$ cat src/rtl/wb_uart_tx_if.sv
// Wishbone B4 pipelined bus bundle shared by the UART transmitter and its master.
interface if_wb;
   logic        clk;
   logic        rst;
   logic        cyc;
   logic        stb;
   logic        we;
   logic [15:0] adr;
   logic [15:0] s_dat_i;
   logic [15:0] s_dat_o;
   logic        ack;
   logic        stall;

   modport slave (
      input  clk, rst, cyc, stb, we, adr, s_dat_i,
      output s_dat_o, ack, stall
   );
endinterface

$ cat src/rtl/wb_uart_tx.sv
// Wishbone slave that queues bytes in a small FIFO and shifts them out as 8N1 serial frames.
module wb_uart_tx #(
   parameter int unsigned DIV_RESET  = 434,
   parameter int unsigned FIFO_DEPTH = 8
) (
   if_wb.slave  wb,
   output logic txd
);
   localparam int PTR_W = $clog2(FIFO_DEPTH);
   localparam int CNT_W = $clog2(FIFO_DEPTH + 1);

   typedef enum logic [1:0] {IDLE, START, DATA, STOP} state_t;

   state_t           state_q, state_d;
   logic [7:0]       mem_q [FIFO_DEPTH];
   logic [PTR_W-1:0] wr_ptr_q, wr_ptr_d, rd_ptr_q, rd_ptr_d;
   logic [CNT_W-1:0] count_q, count_d;
   logic [15:0]      divisor_q, divisor_d, div_q, div_d, baud_q, baud_d;
   logic [15:0]      dat_q, dat_d, rdata, div_eff;
   logic [7:0]       shift_q, shift_d;
   logic [2:0]       bit_q, bit_d;
   logic             txd_q, txd_d, ack_q, ack_d;
   logic             full, empty, accept, push, pop, bit_end;

   assign full     = (count_q == CNT_W'(FIFO_DEPTH));
   assign empty    = (count_q == '0);
   assign wb.stall = wb.cyc & wb.stb & wb.we & (wb.adr[1:0] == 2'd0) & full;
   assign accept   = wb.cyc & wb.stb & ~wb.stall;
   assign push     = accept & wb.we & (wb.adr[1:0] == 2'd0);
   assign div_eff  = (divisor_q == 16'd0) ? 16'd1 : divisor_q;
   assign bit_end  = (baud_q == div_q - 16'd1);

   assign wb.ack     = ack_q;
   assign wb.s_dat_o = dat_q;
   assign txd        = txd_q;

   // Register file and response path
   always_comb begin
      rdata = '0;
      case (wb.adr[1:0])
         2'd1: begin
            rdata[0]   = (state_q != IDLE) | ~empty;
            rdata[1]   = full;
            rdata[2]   = empty;
            rdata[6:3] = 4'(count_q);
         end
         2'd2:    rdata = divisor_q;
         default: rdata = '0;
      endcase
      ack_d     = accept;
      dat_d     = (accept & ~wb.we) ? rdata : 16'd0;
      divisor_d = divisor_q;
      if (accept & wb.we & (wb.adr[1:0] == 2'd2)) divisor_d = wb.s_dat_i;
   end

   always_comb begin
      wr_ptr_d = wr_ptr_q + PTR_W'(push);
      rd_ptr_d = rd_ptr_q + PTR_W'(pop);
      case ({push, pop})
         2'b10:   count_d = count_q + 1'b1;
         2'b01:   count_d = count_q - 1'b1;
         default: count_d = count_q;
      endcase
   end

   // Next-state logic
   always_comb begin
      state_d = state_q;
      case (state_q)
         IDLE:    if (!empty) state_d = START;
         START:   if (bit_end) state_d = DATA;
         DATA:    if (bit_end && bit_q == 3'd7) state_d = STOP;
         STOP:    if (bit_end) state_d = empty ? IDLE : START;
         default: state_d = IDLE;
      endcase
   end

   // Datapath and outputs; txd_d follows state_d so the pin flop mirrors state_q
   always_comb begin
      pop     = ((state_q == IDLE) & ~empty) | ((state_q == STOP) & bit_end & ~empty);
      shift_d = shift_q;
      div_d   = div_q;
      baud_d  = baud_q;
      bit_d   = bit_q;
      if (pop) begin
         shift_d = mem_q[rd_ptr_q];
         div_d   = div_eff;
         baud_d  = '0;
         bit_d   = '0;
      end else if (state_q != IDLE) begin
         if (bit_end) begin
            baud_d = '0;
            if (state_q == DATA) begin
               shift_d = shift_q >> 1;
               bit_d   = bit_q + 3'd1;
            end
         end else begin
            baud_d = baud_q + 16'd1;
         end
      end
      case (state_d)
         START:   txd_d = 1'b0;
         DATA:    txd_d = shift_d[0];
         default: txd_d = 1'b1;
      endcase
   end

   always_ff @(posedge wb.clk) begin
      if (wb.rst) begin
         state_q   <= IDLE;
         wr_ptr_q  <= '0;
         rd_ptr_q  <= '0;
         count_q   <= '0;
         divisor_q <= 16'(DIV_RESET);
         div_q     <= 16'd1;
         baud_q    <= '0;
         shift_q   <= '0;
         bit_q     <= '0;
         txd_q     <= 1'b1;
         ack_q     <= 1'b0;
         dat_q     <= '0;
      end else begin
         state_q   <= state_d;
         wr_ptr_q  <= wr_ptr_d;
         rd_ptr_q  <= rd_ptr_d;
         count_q   <= count_d;
         divisor_q <= divisor_d;
         div_q     <= div_d;
         baud_q    <= baud_d;
         shift_q   <= shift_d;
         bit_q     <= bit_d;
         txd_q     <= txd_d;
         ack_q     <= ack_d;
         dat_q     <= dat_d;
      end
   end

   always_ff @(posedge wb.clk) begin
      if (push) mem_q[wr_ptr_q] <= wb.s_dat_i[7:0];
   end
endmodule

$ cat src/flat_wrapper.sv
// flat-port wrapper written by rule: the top's interface ports become plain ports
module wb_uart_tx_flat 
#(
   parameter int unsigned DIV_RESET  = 434,
   parameter int unsigned FIFO_DEPTH = 8
)
  (txd, wb_clk, wb_rst, wb_cyc, wb_stb, wb_we, wb_adr, wb_s_dat_i, wb_s_dat_o, wb_ack, wb_stall);
  if_wb wb_i ();
  output logic txd;
  input wire logic [$bits(wb_i.clk)-1:0] wb_clk;
  input wire logic [$bits(wb_i.rst)-1:0] wb_rst;
  input wire logic [$bits(wb_i.cyc)-1:0] wb_cyc;
  input wire logic [$bits(wb_i.stb)-1:0] wb_stb;
  input wire logic [$bits(wb_i.we)-1:0] wb_we;
  input wire logic [$bits(wb_i.adr)-1:0] wb_adr;
  input wire logic [$bits(wb_i.s_dat_i)-1:0] wb_s_dat_i;
  output wire logic [$bits(wb_i.s_dat_o)-1:0] wb_s_dat_o;
  output wire logic [$bits(wb_i.ack)-1:0] wb_ack;
  output wire logic [$bits(wb_i.stall)-1:0] wb_stall;
  assign wb_i.clk = wb_clk;
  assign wb_i.rst = wb_rst;
  assign wb_i.cyc = wb_cyc;
  assign wb_i.stb = wb_stb;
  assign wb_i.we = wb_we;
  assign wb_i.adr = wb_adr;
  assign wb_i.s_dat_i = wb_s_dat_i;
  assign wb_s_dat_o = wb_i.s_dat_o;
  assign wb_ack = wb_i.ack;
  assign wb_stall = wb_i.stall;
  wb_uart_tx #(.DIV_RESET(DIV_RESET), .FIFO_DEPTH(FIFO_DEPTH)) u_core (.wb(wb_i), .txd(txd));
endmodule
$ cat config.mk
export PLATFORM = sky130hd
export DESIGN_NAME = wb_uart_tx_flat
export DESIGN_NICKNAME = d
export VERILOG_FILES = /design/src/rtl/wb_uart_tx_if.sv /design/src/rtl/wb_uart_tx.sv /design/src/flat_wrapper.sv
export SDC_FILE = /design/constraint.sdc
export NUM_CORES = 1
export LEC_CHECK = 0
export ABC_AREA = 1
export CAP_MARGIN = 40
export CELL_PAD_IN_SITES_DETAIL_PLACEMENT = 0
export CELL_PAD_IN_SITES_GLOBAL_PLACEMENT = 2
export CORE_MARGIN = 10
export CORE_UTILIZATION = 35
export CTS_CLUSTER_SIZE = 40
export DETAILED_ROUTE_END_ITERATION = 6
export PLACE_DENSITY = 0.83
export SYNTH_ARGS = -nofsm -noshare
export SYNTH_HDL_FRONTEND = slang
export SYNTH_SLANG_ARGS = --single-unit
$ cat constraint.sdc
create_clock -name wb_clk -period 4.1 [get_ports wb_clk]
set_input_delay 0.82 -clock wb_clk [delete_from_list [all_inputs] [get_ports wb_clk]]
set_output_delay 0.82 -clock wb_clk [all_outputs]
set_load 0.005 [all_outputs]
After elaboration in Yosys (flattened, before gate mapping)

Memories as Yosys holds them, arrays and structs flattened. A register that Yosys moved wholly into a read port is not among the register bits.
Cells that the tools add are included.
Widths: inputs -> output; s select.

Output and inout bits: 19
Memories: 1
Bits in writable memories: 64
Flip-flop bits (word level): 89

Reduce and logical (&&, ||, !) cells: 15
Add/subtract/negate cells: 7
Equal/unequal tests: 12
Bitwise logic cells: 19
Muxes and demuxes: 18

Memory list:

| name         | depth | bits a word | rd ports | clocked after Yosys merged registers in | wr ports | line             | source |
|---|---|---|---|---|---|---|---|
| u_core.mem_q | 8     | 8           | 1        | 1                                       | 1        | wb_uart_tx.sv:15 | `logic [7:0] mem_q [FIFO_DEPTH];` |

Operators with widths:

| cell                  | count |
|---|---|
| $mux 16               | 2 |
| $mux 8                | 4 |
| $add 16x1->16 const B | 1 |
| $eq 16x16->1          | 1 |
| $logic_not 16->1      | 1 |
| $sub 16x1->16 const B | 1 |
| $pmux 7 s2            | 1 |
| $and 1x1->1           | 12 |
| $eq 2x2->1 const B    | 5 |
| $reduce_bool 2->1     | 5 |
| $eq 2x1->1 const B    | 4 |
| $mux 2                | 4 |
| $pmux 2 s4            | 1 |
| $pmux 4 s2            | 1 |
| $add 3x1->3           | 2 |
| $reduce_and 3->1      | 2 |
| $not 1->1             | 5 |
| $add 4x1->4 const B   | 1 |
| $eq 4x4->1 const B    | 1 |
| $logic_not 2->1       | 2 |
| $logic_not 4->1       | 1 |
| $reduce_or 2->1       | 2 |
| $sub 4x1->4 const B   | 1 |
| $add 3x1->3 const B   | 1 |
| 7 further kinds       | 10 |

Depth between registers and ports, before layout

Gate-level depths: netlist of run 1.

Depth after elaboration: 10
Gate-level depth with buffers: 25
Mapped depth without buffers: 24

Least setup slack after synthesis of run 1

OpenSTA, ideal clock, no wires.

Path kind: flip-flop to flip-flop
Start point: register u_core.div_q[1]
End point: register u_core.count_q[2]
Arrival time: 2771 ps
Buffers on the path: 1
Period minus slack after synthesis: 2887 ps
Setup slack: 1213 ps
Required time: 3985 ps
Stages on the path, launching flop included: 23
Setup time: 115 ps
Cell sequence: dfxtp_1 > inv_1 > ha_1 > xnor2_1 > nor2_1 > nand3_1 > nor2_1 > nand3_1 > nor2_4 > nand3_4 > nand2_4 > nand2_4 > inv_4 > buf_6 > ha_1 > nand2_1 > inv_1 > nor2_1 > ha_1 > a21oi_1 > xor2_1 > o21ai_0 > inv_1

Word-level cells in the longest chain between the ends: 7

RTL lines:

| element                                                | line              | source |
|---|---|---|
| start: declaration                                     | wb_uart_tx.sv:18  | `logic [15:0] divisor_q, divisor_d, div_q, div_d, baud_q, baud_d;` |
| start signal: assignment                               | wb_uart_tx.sv:128 | `div_q <= div_d;` |
| $sub 16x1->16 (*)                                      | wb_uart_tx.sv:31  | `assign bit_end = (baud_q == div_q - 16'd1);` |
| $eq 16x16->1 (*)                                       | wb_uart_tx.sv:31  |  |
| $and 1x1->1 (*) (2 in series)                          | wb_uart_tx.sv:80  | `pop = ((state_q == IDLE) & ~empty) \| ((state_q == STOP) & bit_end & ~empty);` |
| $or 1x1->1 (*)                                         | wb_uart_tx.sv:80  |  |
| $eq 2x1->1 / $eq 2x2->1 (equally long branches)        | wb_uart_tx.sv:59  | `case ({push, pop})` |
| $pmux 4 s2 / $reduce_bool 2->1 (equally long branches) | --                |  |
| end signal: assignment                                 | wb_uart_tx.sv:126 | `count_q <= count_d;` |
| end: declaration                                       | wb_uart_tx.sv:17  | `logic [CNT_W-1:0] count_q, count_d;` |

Mark *: on every way between the ends. The rest lies on a longest branch, timed or not.
A chain may end at the register's enable or synchronous reset.

Worst setup path after layout of run 1

Same ends and word-level chain as after synthesis.

==> impl.org, run 1 <==
** Synth
- The largest total area in the synthesized netlist belongs to sky130_fd_sc_hd__edfxtp_1.
- Post-synth top flop :: sky130_fd_sc_hd__dfxtp_1
- Synthesis Warnings :: 0
- In this run, distinct cell masters in the synthesized netlist total 47.
- The synthesized design devotes to its leading area cell type 26.9% of total area.
- The synthesized netlist devotes 11.7% of its cell area to compound gates.
- Netlist Area Pre-Place :: 7140 sq um
- The average instance in the mapped netlist occupies 8.45 sq um.
- Sequential fraction of the synthesis area :: 51.8%
- Xor and xnor fraction of the mapped netlist area :: 2.70%
- Counting flops and latches in the post-synthesis netlist gives 153.
- Portion of netlist area occupied by mux cells :: 0%
- Net count after synthesis :: 896
- FFs w/ async S/R, synth :: 0%
- After technology mapping, the gate count stands at 845.
- By area the synthesized netlist is led by sky130_fd_sc_hd__edfxtp_1, sky130_fd_sc_hd__dfxtp_1, sky130_fd_sc_hd__nand2_1.
- Simple-gate share of the synthesized area :: 24.6%
- By area, the combinational part of the netlist is dominated by simple AND/OR/NAND/NOR gates.
- Post-synth top cells :: sky130_fd_sc_hd__nand2_1, sky130_fd_sc_hd__nor2_1, sky130_fd_sc_hd__inv_1, sky130_fd_sc_hd__dfxtp_1, sky130_fd_sc_hd__edfxtp_1
- Adder and majority cell fraction of the synthesized area :: 2.45%
- Dominant cell by count in the synthesized netlist :: sky130_fd_sc_hd__nand2_1
- In this run, synthesis inferred 64 flip-flops with an integrated enable.

** STA
- The final max-slew violation count was 0.
- Accumulated negative setup slack :: 0 ns
- Headroom to the max-slew limit came out at 46.4%.
- Setup violations remaining at the end of the flow were counted as 0.
- Setup repair after global routing left no endpoint under its margin.
- Final number of hold-violating endpoints :: 0
- For the finished layout, the period the worst path requires is 3.32 ns.
- Worst Hold Margin :: 0.470 ns
- Derived from the worst setup path, the maximum achievable clock frequency is 301 MHz.
- Worst Clk Skew :: 0.00951 ns
- After layout, the worst path uses 81.0% of the clock period.
- At the pin with the least slew margin, the transition time is 0.801 ns.

** Clocking
- H-tree depth reported by CTS :: 4
- Clock transition at the register clock pins on the worst setup and hold paths after CTS :: 0.07 ns
- Buffers added to address setup during post-CTS repair amount to 0.
- TritonCTS built the clock tree.
- The clock passes through at most 2 buffers.
- In this run, post-CTS hold repair placed 0 buffers.
- Number of buffers created by CTS :: 17
- CTS Root Cell :: sky130_fd_sc_hd__clkbuf_16
- The clock reaches the later pin of the worst-skew pair after 0.42 ns.
- Number of gates resized after cts :: 0
- Clock Sinks :: 153

** Die
- Horizontal die dimension :: 163 um
- The floorplan step set the die height to 163 um.
- Boundary Pins :: 56
- The die covers 26500 sq um.
- Floorplan core area :: 20200 sq um
- Row Count :: 52
- Initial cell density of the core :: 35.4%

** Final layout
- The repair_antennas step left the layout with diodes totalling 0.
- With fillers left out, the area of the finished cells amounts to 8490 sq um.
- After the flow finishes, the layout carries non-filler instances totaling 1176.
- Ratio of cells with drive above 1 in the final layout :: 9.38%
- Layout Area Growth over Synthesis :: 18.8%
- Layout net count :: 944

** Critical path
- Critical Path Start :: u_core.div_q[1]
- The worst setup path is of the register to register kind.
- For the worst flop-to-flop path, the logic depth is 21.
- Worst flop-to-flop path endpoint :: u_core.count_q[2]
- FF-to-FF Start :: u_core.div_q[1]
- Setup crit start kind :: register
- WP data arrival :: 3.64 ns
- In this run the worst path has a maximum fanout of 15.
- Critical Path Sink Type :: register
- The most critical setup path has its endpoint at u_core.count_q[2].
- Setup slack of the worst register-to-register path :: 0.78 ns
- Critical Path RT :: 4.42 ns

** Power and ir drop
- Power per cell area :: 571 nW/um^2
- Portion of total power attributed to sequential cells :: 36.6%
- IR drop worst, VDD :: 0.282 mV
- Net switching is 36.9% of the power.
- For this design the total switching power over the nets is 0.00179 W.
- Combinational logic is responsible for 30.7% of the overall power.
- The internal portion of the total power is 0.00305 W.
- Summed over all cells, the static leakage comes to 3.37 nW.
- Per report_power, the clock group accounts for 32.7% of the total.

** Run
- Max Cap Viol :: 0

** Drt
- The detailed router finished its first iteration with 260 violations.
- Post-route DRC :: 0
- After detailed routing, the average wire length per cell comes to 14.8 um.
- For this block, the routed nets add up to 17.4 mm of wire.
- First-pass detailed-route iteration total :: 4
- Routed wl met2 :: 8.11 mm
- Remaining antenna violation count :: 0
- Detailed routing inserted a total of 5521 vias.
- Using the TritonRoute via totals, the vias-per-cell ratio works out to 4.69.
- After detailed routing, the met3 layer carries 495 um of wire.
- Uppermost metal layer occupied by signal nets :: met4
- After detailed routing, the wire length on met1 is 8.67 mm.

** Global routing
- Overall track demand over capacity in global routing :: 13.3%
- Via count of the first global-routing pass :: 5276
- Initial antenna violation count :: 0
- Entering global routing, the biggest net connects 35 pins.
- Remaining global-route overflow :: 0
- The first global-routing pass estimated 27.8 mm of wire.

** Placement
- Area after detailed placement :: 7880 sq um
- Routability-driven placement finished with a final weighted congestion of 0.811.
- HPWL after DPL :: 12.6 mm
- Once placement completed, the tool counted placed cells totaling 1144.
- Input and output buffers added on the ports amount to 41.

** Min path
- Hold/Removal Path Class :: register to register

** Outcome
- The run finished with clean final reports.
power by group through the flow:
stage                     clock [W]  sequential, W  combinational, W
final                       0.00158        0.00177           0.00149
after global routing        0.00169        0.00179           0.00168
after CTS                   0.00162        0.00177           0.00151
after detailed placement          0        0.00181           0.00150
after global placement            0        0.00181           0.00150
after floorplan                   0        0.00178           0.00113
critical path, stage by stage, from the launching register on:
cell and delay [ns]:
sky130_fd_sc_hd__dfxtp_1 0.37, sky130_fd_sc_hd__inv_1 0.07, sky130_fd_sc_hd__ha_1 0.28, sky130_fd_sc_hd__xnor2_1 0.12, sky130_fd_sc_hd__nor2_1 0.22, sky130_fd_sc_hd__nand3_1 0.12, sky130_fd_sc_hd__nor2_1 0.16, sky130_fd_sc_hd__nand3_1 0.14
sky130_fd_sc_hd__nor2_4 0.17, sky130_fd_sc_hd__nand3_4 0.13, sky130_fd_sc_hd__nand2_4 0.11, sky130_fd_sc_hd__nand2_4 0.17, sky130_fd_sc_hd__inv_4 0.15, sky130_fd_sc_hd__ha_1 0.20, sky130_fd_sc_hd__nand2_1 0.07, sky130_fd_sc_hd__inv_1 0.08
sky130_fd_sc_hd__nor2_1 0.06, sky130_fd_sc_hd__ha_1 0.17, sky130_fd_sc_hd__a21oi_1 0.15, sky130_fd_sc_hd__xor2_1 0.09, sky130_fd_sc_hd__o21ai_0 0.15, sky130_fd_sc_hd__inv_1 0.05
sequential cells by signal, summed over array words and instances (netlist names):
| signal | flops |
|---|---|
| u_core.shift_q | 8 |
| u_core.txd | 1 |
| u_core.count_q | 4 |
| u_core.div_q | 16 |
| u_core.rd_ptr_q | 3 |
| u_core.state_q | 2 |
| u_core.mem_q | 64 |
| u_core.bit_q | 3 |
| u_core.divisor_q | 16 |
| u_core.wr_ptr_q | 3 |
| u_core.wb.s_dat_o | 16 |
| u_core.baud_q | 16 |
| u_core.wb.ack | 1 |
per-stage QoR:
stage / util [%] / setup slack, ns / power [W]
floorplan: - / 1.21 / 0.00291
global placement: 39.0 / 0.785 / 0.00331
detailed placement: 39.1 / 0.783 / 0.00331
CTS: 42.1 / 0.762 / 0.00490
global route: 42.1 / 0.399 / 0.00516
finish: 42.1 / 0.780 / 0.00484
placed cells by master (no fill, tap or decap), types with 4 or more instances in the layout:
cell,count
sky130_fd_sc_hd__o22ai_1,8
sky130_fd_sc_hd__nor2_2,8
sky130_fd_sc_hd__or2_2,5
sky130_fd_sc_hd__edfxtp_1,64
sky130_fd_sc_hd__clkbuf_16,17
sky130_fd_sc_hd__buf_4,12
sky130_fd_sc_hd__o211ai_1,8
sky130_fd_sc_hd__inv_8,9
sky130_fd_sc_hd__xor2_1,10
sky130_fd_sc_hd__nand2_4,4
sky130_fd_sc_hd__nor3_1,15
sky130_fd_sc_hd__inv_1,92
sky130_fd_sc_hd__nand3b_1,6
sky130_fd_sc_hd__o21ai_0,58
sky130_fd_sc_hd__nand4_1,11
sky130_fd_sc_hd__nand2_1,184
sky130_fd_sc_hd__o31ai_2,9
sky130_fd_sc_hd__xnor2_1,12
sky130_fd_sc_hd__clkdlybuf4s50_1,41
sky130_fd_sc_hd__ha_1,14
sky130_fd_sc_hd__nor2_1,113
sky130_fd_sc_hd__nand3_1,37
sky130_fd_sc_hd__a21oi_1,38
sky130_fd_sc_hd__dfxtp_1,89
sky130_fd_sc_hd__a32o_1,7
cell families (layout without fill, tap and decap cells):
kind of cell,count (synthesis),in the layout
simple gates,398,398
flops,153,153
compound gates,137,137
buf+inv,121,182
xor+xnor,22,22
fa+ha+maj,14,14
layer usage:
layer	vias to the layer above	global-route usage, %
met3	12	3.13
met5	-	0
met4	0	3.24
li1	2892	-
met1	2549	17.7
met2	68	21.2
worst min path at each step:
stage / from / endpoint / slack (ns) / depth (start not counted)
global route: u_core.shift_q[7] / u_core.shift_q[7] / 0.50 / 2
global placement: u_core.bit_q[2] / u_core.bit_q[2] / 0.46 / 2
detailed placement: u_core.bit_q[1] / u_core.bit_q[1] / 0.46 / 2
finish: u_core.bit_q[1] / u_core.bit_q[1] / 0.47 / 2
floorplan: u_core.divisor_q[5] / u_core.wb.s_dat_o[5] / 0.43 / 2
CTS: u_core.bit_q[1] / u_core.bit_q[1] / 0.47 / 2
layout make-up:
class / count / area (sq um)
multi-input cells: 571 / 2960
inverters: 96 / 363
flip-flops and latches: 153 / 3700
clock inverters: 15 / 178
clock buffers: 17 / 425
repair buffers: 54 / 515
fillers: 2075 / 11700
well taps: 270 / 338
No activity file was read; power rests on OpenSTA's default activity.
==> inputs of run 2 (changes only) <==
==> constraint.sdc (replaced) <==
create_clock -name wb_clk -period 3.08 [get_ports wb_clk]
set_input_delay 0.616 -clock wb_clk [delete_from_list [all_inputs] [get_ports wb_clk]]
set_output_delay 0.616 -clock wb_clk [all_outputs]
set_load 0.005 [all_outputs]
==> impl.org, run 2 (synthesis gave the netlist of run 1 again) <==
** Outcome
- Result of the run :: finished, final reports clean

** Placement
- Port bufs :: 41
- Gpl congestion :: 0.795
- HPWL after DPL :: 12.9 mm
- The placed instances occupy a cell area of 7970 sq um.

** Final layout
- The library cells used most frequently in the layout, excluding fill and tap cells, are sky130_fd_sc_hd__nand2_1, sky130_fd_sc_hd__nor2_1, sky130_fd_sc_hd__inv_1, sky130_fd_sc_hd__dfxtp_1, sky130_fd_sc_hd__edfxtp_1.
- Once layout is done, the placed cells without fillers occupy 8600 sq um.
- # diodes :: 0
- Count of filler cells inserted in the layout :: 2090
- Compared with the post-synthesis result, the final layout area differs by 20.4%.
- For this run, the post-layout net count is 957.
- The register with the most flip-flops in the layout has 64 of them.
- In the final layout, the share of cells above drive strength 1 is 11.2%.
- The register with the most flip-flops in the final layout is u_core.mem_q.
- Registers take 3700 sq um.
- The library cell used most frequently in the layout, excluding fill and tap cells, is sky130_fd_sc_hd__nand2_1.
- The multi-input combinational cells in the finished layout cover a total of 2990 sq um.
- Layout Utilization :: 42.6%

** Die
- Row Count :: 52
- 56 I/O pins were placed.
- Floorplan core area :: 20200 sq um
- Die Y-Extent :: 163 um
- Horizontal die dimension :: 163 um
- The die covers 26500 sq um.
- The initial utilization of the core area, before any placement, comes to 35.4%.

** Critical path
- Worst-path fanout max :: 3
- Critical Path Sink Type :: register
- The setup path with the least slack is of type register to register.
- Data on the critical path is required at its endpoint by 3.40 ns.
- For the worst setup path, the data arrival time is 3.09 ns.
- Setup crit start kind :: register

** Global routing
- Global routing consumed, over all layers together, 13.3% of the routing resources.
- Via count of the first global-routing pass :: 5298
- Remaining global-route overflow :: 0
- Largest net degree at the start of global routing :: 34
- The first global-routing pass estimated 28.0 mm of wire.
- The initial antenna violation count was 0.

** STA
- Setup violations remaining at the end of the flow were counted as 0.
- Clock period minus final worst setup slack :: 2.78 ns
- Unrepaired setup endpoints after global routing :: no
- The final max-slew violation count was 0.
- Based on the critical path, the design can be clocked at up to 360 MHz.
- Slew at the pin closest to its max-slew limit :: 0.715 ns
- Max transition margin :: 52.3%
- Post-route fraction of the period consumed by the critical path :: 90.1%
- Accumulated negative setup slack :: 0 ns
- Final number of hold-violating endpoints :: 0
- The clock arrives with 0.0139 ns of skew.

** Drt
- For this block, the initial DRC count from the detailed router was 275.
- Summed over all nets, wire length on met2 after detailed routing comes to 8.14 mm.
- Uppermost metal layer occupied by signal nets :: met4
- For this block, wires on met1 add up to 8.55 mm.
- First-pass detailed-route iteration total :: 5
- Across all layers, the routed design uses 5549 vias.
- In the final routed layout, each cell accounts on average for 14.6 um.
- Post-route DRC :: 0
- Remaining antenna violation count :: 0
- Wires add up to 17.3 mm.
- Summed over all nets, wire length on met3 after detailed routing comes to 514 um.
- Using the TritonRoute via totals, the vias-per-cell ratio works out to 4.67.

** Clocking
- The H-tree generated during clock tree synthesis spans 4 levels.
- Counting the buffers created by CTS gives 17.
- Hold-fix buffers at CTS :: 0
- The clock passes through at most 2 buffers.
- Clock Sinks :: 153
- The tree is rooted in a sky130_fd_sc_hd__clkbuf_16.
- The later pin in the worst-skew pair is clocked with a latency of 0.42 ns.
- TritonCTS built the clock tree.
- Clock transition at the register clock pins on the worst setup and hold paths after CTS :: 0.06 ns

** Power and ir drop
- Logic gate share of total power :: 31.7%
- Net switching fraction of the power :: 35.9%
- IR drop worst, VDD :: 0.396 mV
- Cell Int Power :: 0.00422 W
- The clock network is responsible for 32.4% of the overall power.
- The analysis attributes to net switching a power of 0.00236 W.
- Power per cell area :: 765 nW/um^2
- Leakage power figure :: 3.44 nW
- In this run, flip-flops and latches consume 35.9% of the power.

** Run
- The tool flagged a number of max-cap violations equal to 0.

** Min path
- The path class of the tightest hold or removal check is register to register.
run 2: worst max-delay path, cell delays in order (launching register included):
cell                      delay, ns
sky130_fd_sc_hd__dfxtp_2       0.33
sky130_fd_sc_hd__inv_1         0.07
sky130_fd_sc_hd__ha_2          0.27
sky130_fd_sc_hd__xnor2_1       0.12
sky130_fd_sc_hd__nor2_1        0.17
sky130_fd_sc_hd__nand3_1       0.11
sky130_fd_sc_hd__nor2_2        0.10
sky130_fd_sc_hd__nand3_1       0.12
sky130_fd_sc_hd__nor2_4        0.14
sky130_fd_sc_hd__nand3_4       0.09
sky130_fd_sc_hd__nand2_4       0.09
sky130_fd_sc_hd__nand2_4       0.06
sky130_fd_sc_hd__inv_4         0.06
sky130_fd_sc_hd__ha_2          0.19
sky130_fd_sc_hd__nand2_1       0.06
sky130_fd_sc_hd__inv_1         0.08
sky130_fd_sc_hd__nor2_1        0.05
sky130_fd_sc_hd__ha_1          0.17
sky130_fd_sc_hd__a21oi_1       0.14
sky130_fd_sc_hd__xor2_1        0.08
sky130_fd_sc_hd__o21ai_1       0.12
sky130_fd_sc_hd__inv_1         0.04
run 2: layout make-up:
class,instances,share of cell area [%]
Clock inverter,15,2.08
Sequential cell,153,43.1
Timing Repair Buffer,67,7.04
Inverter,96,4.22
Tap cell,270,3.93
Multi-Input combinational cell,571,34.7
Clock buffer,17,4.95
run 2: power by group through the flow:
stage	clock network, W	logic, W	registers [W]
4_1_cts	0.00218	0.00209	0.00236
2_1_floorplan	0	0.00150	0.00237
3_3_place_gp	0	0.00208	0.00240
3_5_place_dp	0	0.00208	0.00240
5_1_grt	0.00227	0.00238	0.00238
6_report	0.00213	0.00208	0.00236
run 2: per-layer routing:
| layer | global-route usage [%] | vias to the layer above |
|---|---|---|
| met1 | 17.8 | 2573 |
| met5 | 0 | - |
| li1 | - | 2920 |
| met2 | 21.1 | 52 |
| met4 | 3.81 | 0 |
| met3 | 2.88 | 4 |
run 2: through the flow:
step / power (W) / hold slack (ns) / setup slack [ns] / cells
global route: 0.00702 / 0.491 / 0.00448 / 1189
global placement: 0.00448 / 0.452 / 0.157 / 1156
detailed placement: 0.00448 / 0.458 / 0.132 / 1156
finish: 0.00658 / 0.465 / 0.304 / 1189
CTS: 0.00663 / 0.469 / 0.106 / 1188
floorplan: 0.00388 / 0.432 / 0.193 / 845
run 2: final timing paths:
check	to	cells past startpoint	from	slack (ns)
setup / recovery	u_core.count_q[2]	21	u_core.div_q[1]	0.30
hold / removal	u_core.bit_q[1]	2	u_core.bit_q[1]	0.47
setup reg to reg	u_core.count_q[2]	21	u_core.div_q[1]	0.30
hold reg to reg	u_core.bit_q[1]	2	u_core.bit_q[1]	0.47
run 2: what timing repair did:
| action | in CTS | in global routing |
|---|---|---|
| setup buffers | 0 | 1 |
| setup endpoints to repair | 0 | 2 |
| gates resized for setup | 0 | 10 |
==> inputs of run 3 (changes only) <==
--- a/config.mk
+++ b/config.mk
@@ -9,7 +9,6 @@
 export CAP_MARGIN = 40
 export CELL_PAD_IN_SITES_DETAIL_PLACEMENT = 0
 export CELL_PAD_IN_SITES_GLOBAL_PLACEMENT = 2
-export CORE_MARGIN = 10
 export CORE_UTILIZATION = 35
 export CTS_CLUSTER_SIZE = 40
 export DETAILED_ROUTE_END_ITERATION = 6
==> impl.org, run 3 (synthesis gave the netlist of run 1 again) <==
** Outcome
- The flow ran to the end, and the final reports show no timing, DRC or antenna violations.

** Placement
- During placement, the flow inserted port buffers numbering 41.
- Gpl congestion :: 0.783
- The HPWL after detailed placement is 12.6 mm.
- Prior to clock tree synthesis, the placed netlist has a worst setup slack of 0.120 ns.
- Area after detailed placement :: 7950 sq um

** Global routing
- The first global-routing pass estimated 27.7 mm of wire.
- The global routing stage identified its most utilized layer as met2.
- The initial antenna violation count is 0.
- For this run, global-route usage on met1 was measured as 24.5%.
- Global routing consumed, on the met2 layer, 28.1% of the routing resources.
- Largest net degree at the start of global routing :: 34
- Routing usage on met3 :: 3.55%
- The via count of the first global-routing pass came to 5265.
- Remaining global-route overflow :: 0
- Global routing used 17.7% of the available tracks across all layers.

** Critical path
- Counting both buffers and inverters, the worst setup path holds a total of 2.
- Gate family responsible for the most delay along the worst path :: simple AND/OR/NAND/NOR gates
- Setup slack of the worst register-to-register path :: 0.32 ns
- The worst setup path is launched from a register.
- The worst setup path is captured at a register.
- Data on the critical path arrives at its endpoint at 3.07 ns.
- FF-to-FF Start :: u_core.div_q[1]
- In this run the worst path has a maximum fanout of 8.
- Cell repeated most along the worst path :: sky130_fd_sc_hd__nand2_1
- The worst setup path is of the register to register kind.
- List of cells traversed by the critical path :: inv_1 -> ha_2 -> nand2_4 -> nor2_4 -> nand2_1 -> nand2_1 -> nand2_1 -> nor2_1 -> nand2_1 -> nor2_4 -> nand3_4 -> nand2_4 -> nand2_4 -> inv_4 -> ha_4 -> nor2_1 -> nor2_1 -> nand3_1 -> o31ai_1 -> o211ai_1 -> o21ai_0 -> a21oi_1
- Data on the critical path is required at its endpoint by 3.39 ns.
- The worst register-to-register path ends at u_core.count_q[3].
- R2R depth :: 22
- Largest stage delay on the critical path :: 0.33 ns
- The slowest stage of the critical path is the sky130_fd_sc_hd__dfxtp_2 cell.

** STA
- The worst path in the final design needs a cycle of 2.76 ns, including I/O delays and setup.
- Worst Clk Skew :: 0.0100 ns
- Number of max-slew violations in the final report :: 0
- Setup total negative slack on the finished layout was measured at 0 ns.
- After layout, the worst path uses 89.7% of the clock period.
- Slew at the pin closest to its max-slew limit :: 0.714 ns
- Setup violations remaining at the end of the flow were counted as 0.
- Timing would allow up to 362 MHz.
- Unrepaired setup endpoints after global routing :: no
- In this run the tightest slew margin relative to its limit is 52.3%.
- Setup slack on the critical path of the routed design comes to 0.318 ns.
- The count of final hold-check violations was 0.

** Die
- Row generation in the floorplan step produced 51 rows.
- The initial utilization of the core area, before any placement, comes to 36.2%.
- Pin placement for this block handled 56 I/O pins.
- Die Y-Extent :: 145 um
- The die covers 21000 sq um.
- Horizontal die dimension :: 145 um
- The floorplan step defined a core boundary enclosing 19700 sq um.

** Min path
- Number of cells on the worst hold path :: 2
- For hold timing, the worst endpoint is u_core.bit_q[2].
- The worst hold path begins at u_core.bit_q[2].
- The tightest min-delay check is of the register to register type.

** Drt
- Total vias in the final route :: 5550
- In the final routed layout, each cell accounts on average for 14.7 um.
- The detailed router finished its first iteration with 275 violations.
- First-pass detailed-route iteration total :: 5
- The count of nets left with antenna violations once routing finished came out at 0.
- Routed via count divided by cell count :: 4.70
- Post-route DRC :: 0
- Final routed wirelength across all metal layers :: 17.4 mm

** Power and ir drop
- Net switching fraction of the power :: 36.4%
- Internal power comes to 0.00411 W.
- Clock power share :: 31.1%
- Portion of total power attributed to sequential cells :: 36.5%
- Logic gate share of total power :: 32.4%
- In this run the static leakage power is 3.39 nW.
- IR drop worst, VDD :: 0.433 mV
- Power per cell area :: 755 nW/um^2
- Power dissipated by switching net loads :: 0.00235 W

** Final layout
- Summing all non-filler instances in the final layout gives an area of 8560 sq um.
- Most frequent standard cell in the layout excluding fill and tap cells :: sky130_fd_sc_hd__nand2_1
- Leaving out fill and tap cells, the most frequent cells in the layout are sky130_fd_sc_hd__nand2_1, sky130_fd_sc_hd__nor2_1, sky130_fd_sc_hd__inv_1, sky130_fd_sc_hd__dfxtp_1, sky130_fd_sc_hd__edfxtp_1.
- Register with the most flip-flops :: u_core.mem_q
- Layout net count :: 955
- Ratio of cells with drive above 1 in the final layout :: 11.5%
- Number of flip-flops under the largest register name :: 64
- # diodes :: 0
- Layout Area Growth over Synthesis :: 19.8%

** Clocking
- After clock tree synthesis, the clock-pin slew on the worst setup and hold paths is 0.07 ns.
- Maximum count of clock buffers along a single path :: 2
- Hold-fix buffers at CTS :: 0
- H-tree depth reported by CTS :: 4
- Clock Sinks :: 153
- Clock tree synthesis selected as its root buffer the cell sky130_fd_sc_hd__clkbuf_16.
- TritonCTS built the clock tree.
- Number of buffers created by CTS :: 17
- Clock latency on the worst-skew pair, taken at its later pin, is 0.43 ns.

** Run
- Across the run, the number of max-cap violations was 0.
## run 3: metal layers
layer  share of wire (%)  vias to the layer above
li1                    -                     2915
met1                  51                     2564
met2                  46                       61
met3                 2.3                       10
met4                0.72                        0
met5                   0                        -
## run 3: worst max-delay path by stage
stage / startpoint / end / slack, ns / depth (start not counted)
finish: u_core.div_q[1] / u_core.count_q[3] / 0.32 / 22
detailed placement: u_core.div_q[1] / u_core.count_q[2] / 0.12 / 21
floorplan: u_core.div_q[1] / u_core.count_q[2] / 0.19 / 22
global placement: u_core.div_q[1] / u_core.count_q[2] / 0.14 / 21
global route: u_core.div_q[1] / u_core.count_q[2] / 0.02 / 20
CTS: u_core.div_q[1] / u_core.count_q[2] / 0.1 / 21
## run 3: what timing repair did
item / in CTS / in global routing
setup endpoints to repair: 0 / 3
resized for setup: 0 / 14
hold endpoints to repair: 0 / 0
setup buffers: 0 / 0
## run 3: per-stage QoR
step | utilization [%] | total power (W) | instances | hold WS [ns]
after floorplan | - | 0.00388 | 845 | 0.432
after global placement | 40.3 | 0.00448 | 1150 | 0.454
after detailed placement | 40.3 | 0.00447 | 1150 | 0.466
after CTS | 43.2 | 0.00649 | 1182 | 0.475
after global routing | 43.4 | 0.00689 | 1182 | 0.495
final | 43.4 | 0.00646 | 1182 | 0.469
## run 3: layout make-up
type	instances	area [sq um]
clock buffer	18	429
multi-input combinational	571	3000
tap	265	332
clock inverter	14	139
fill	1991	11200
sequential	153	3710
inverter	96	363
timing repair buffer	65	591
## run 3: power groups by stage
| stage | logic, W | clock network [W] | registers, W |
|---|---|---|---|
| floorplan | 0.00150 | 0 | 0.00237 |
| global placement | 0.00208 | 0 | 0.00240 |
| detailed placement | 0.00208 | 0 | 0.00240 |
| CTS | 0.00208 | 0.00205 | 0.00235 |
| global route | 0.00237 | 0.00214 | 0.00237 |
| finish | 0.00209 | 0.00201 | 0.00236 |
## run 3: worst register-to-register path: cells and delay by family (launching register included)
kind	cells	cell delay, ns
and+or+nand+nor	14	1.35
AOI/OAI and AO/OA	4	0.47
adders and majority gates	2	0.35
DFF	1	0.33
buffers and inverters	2	0.14
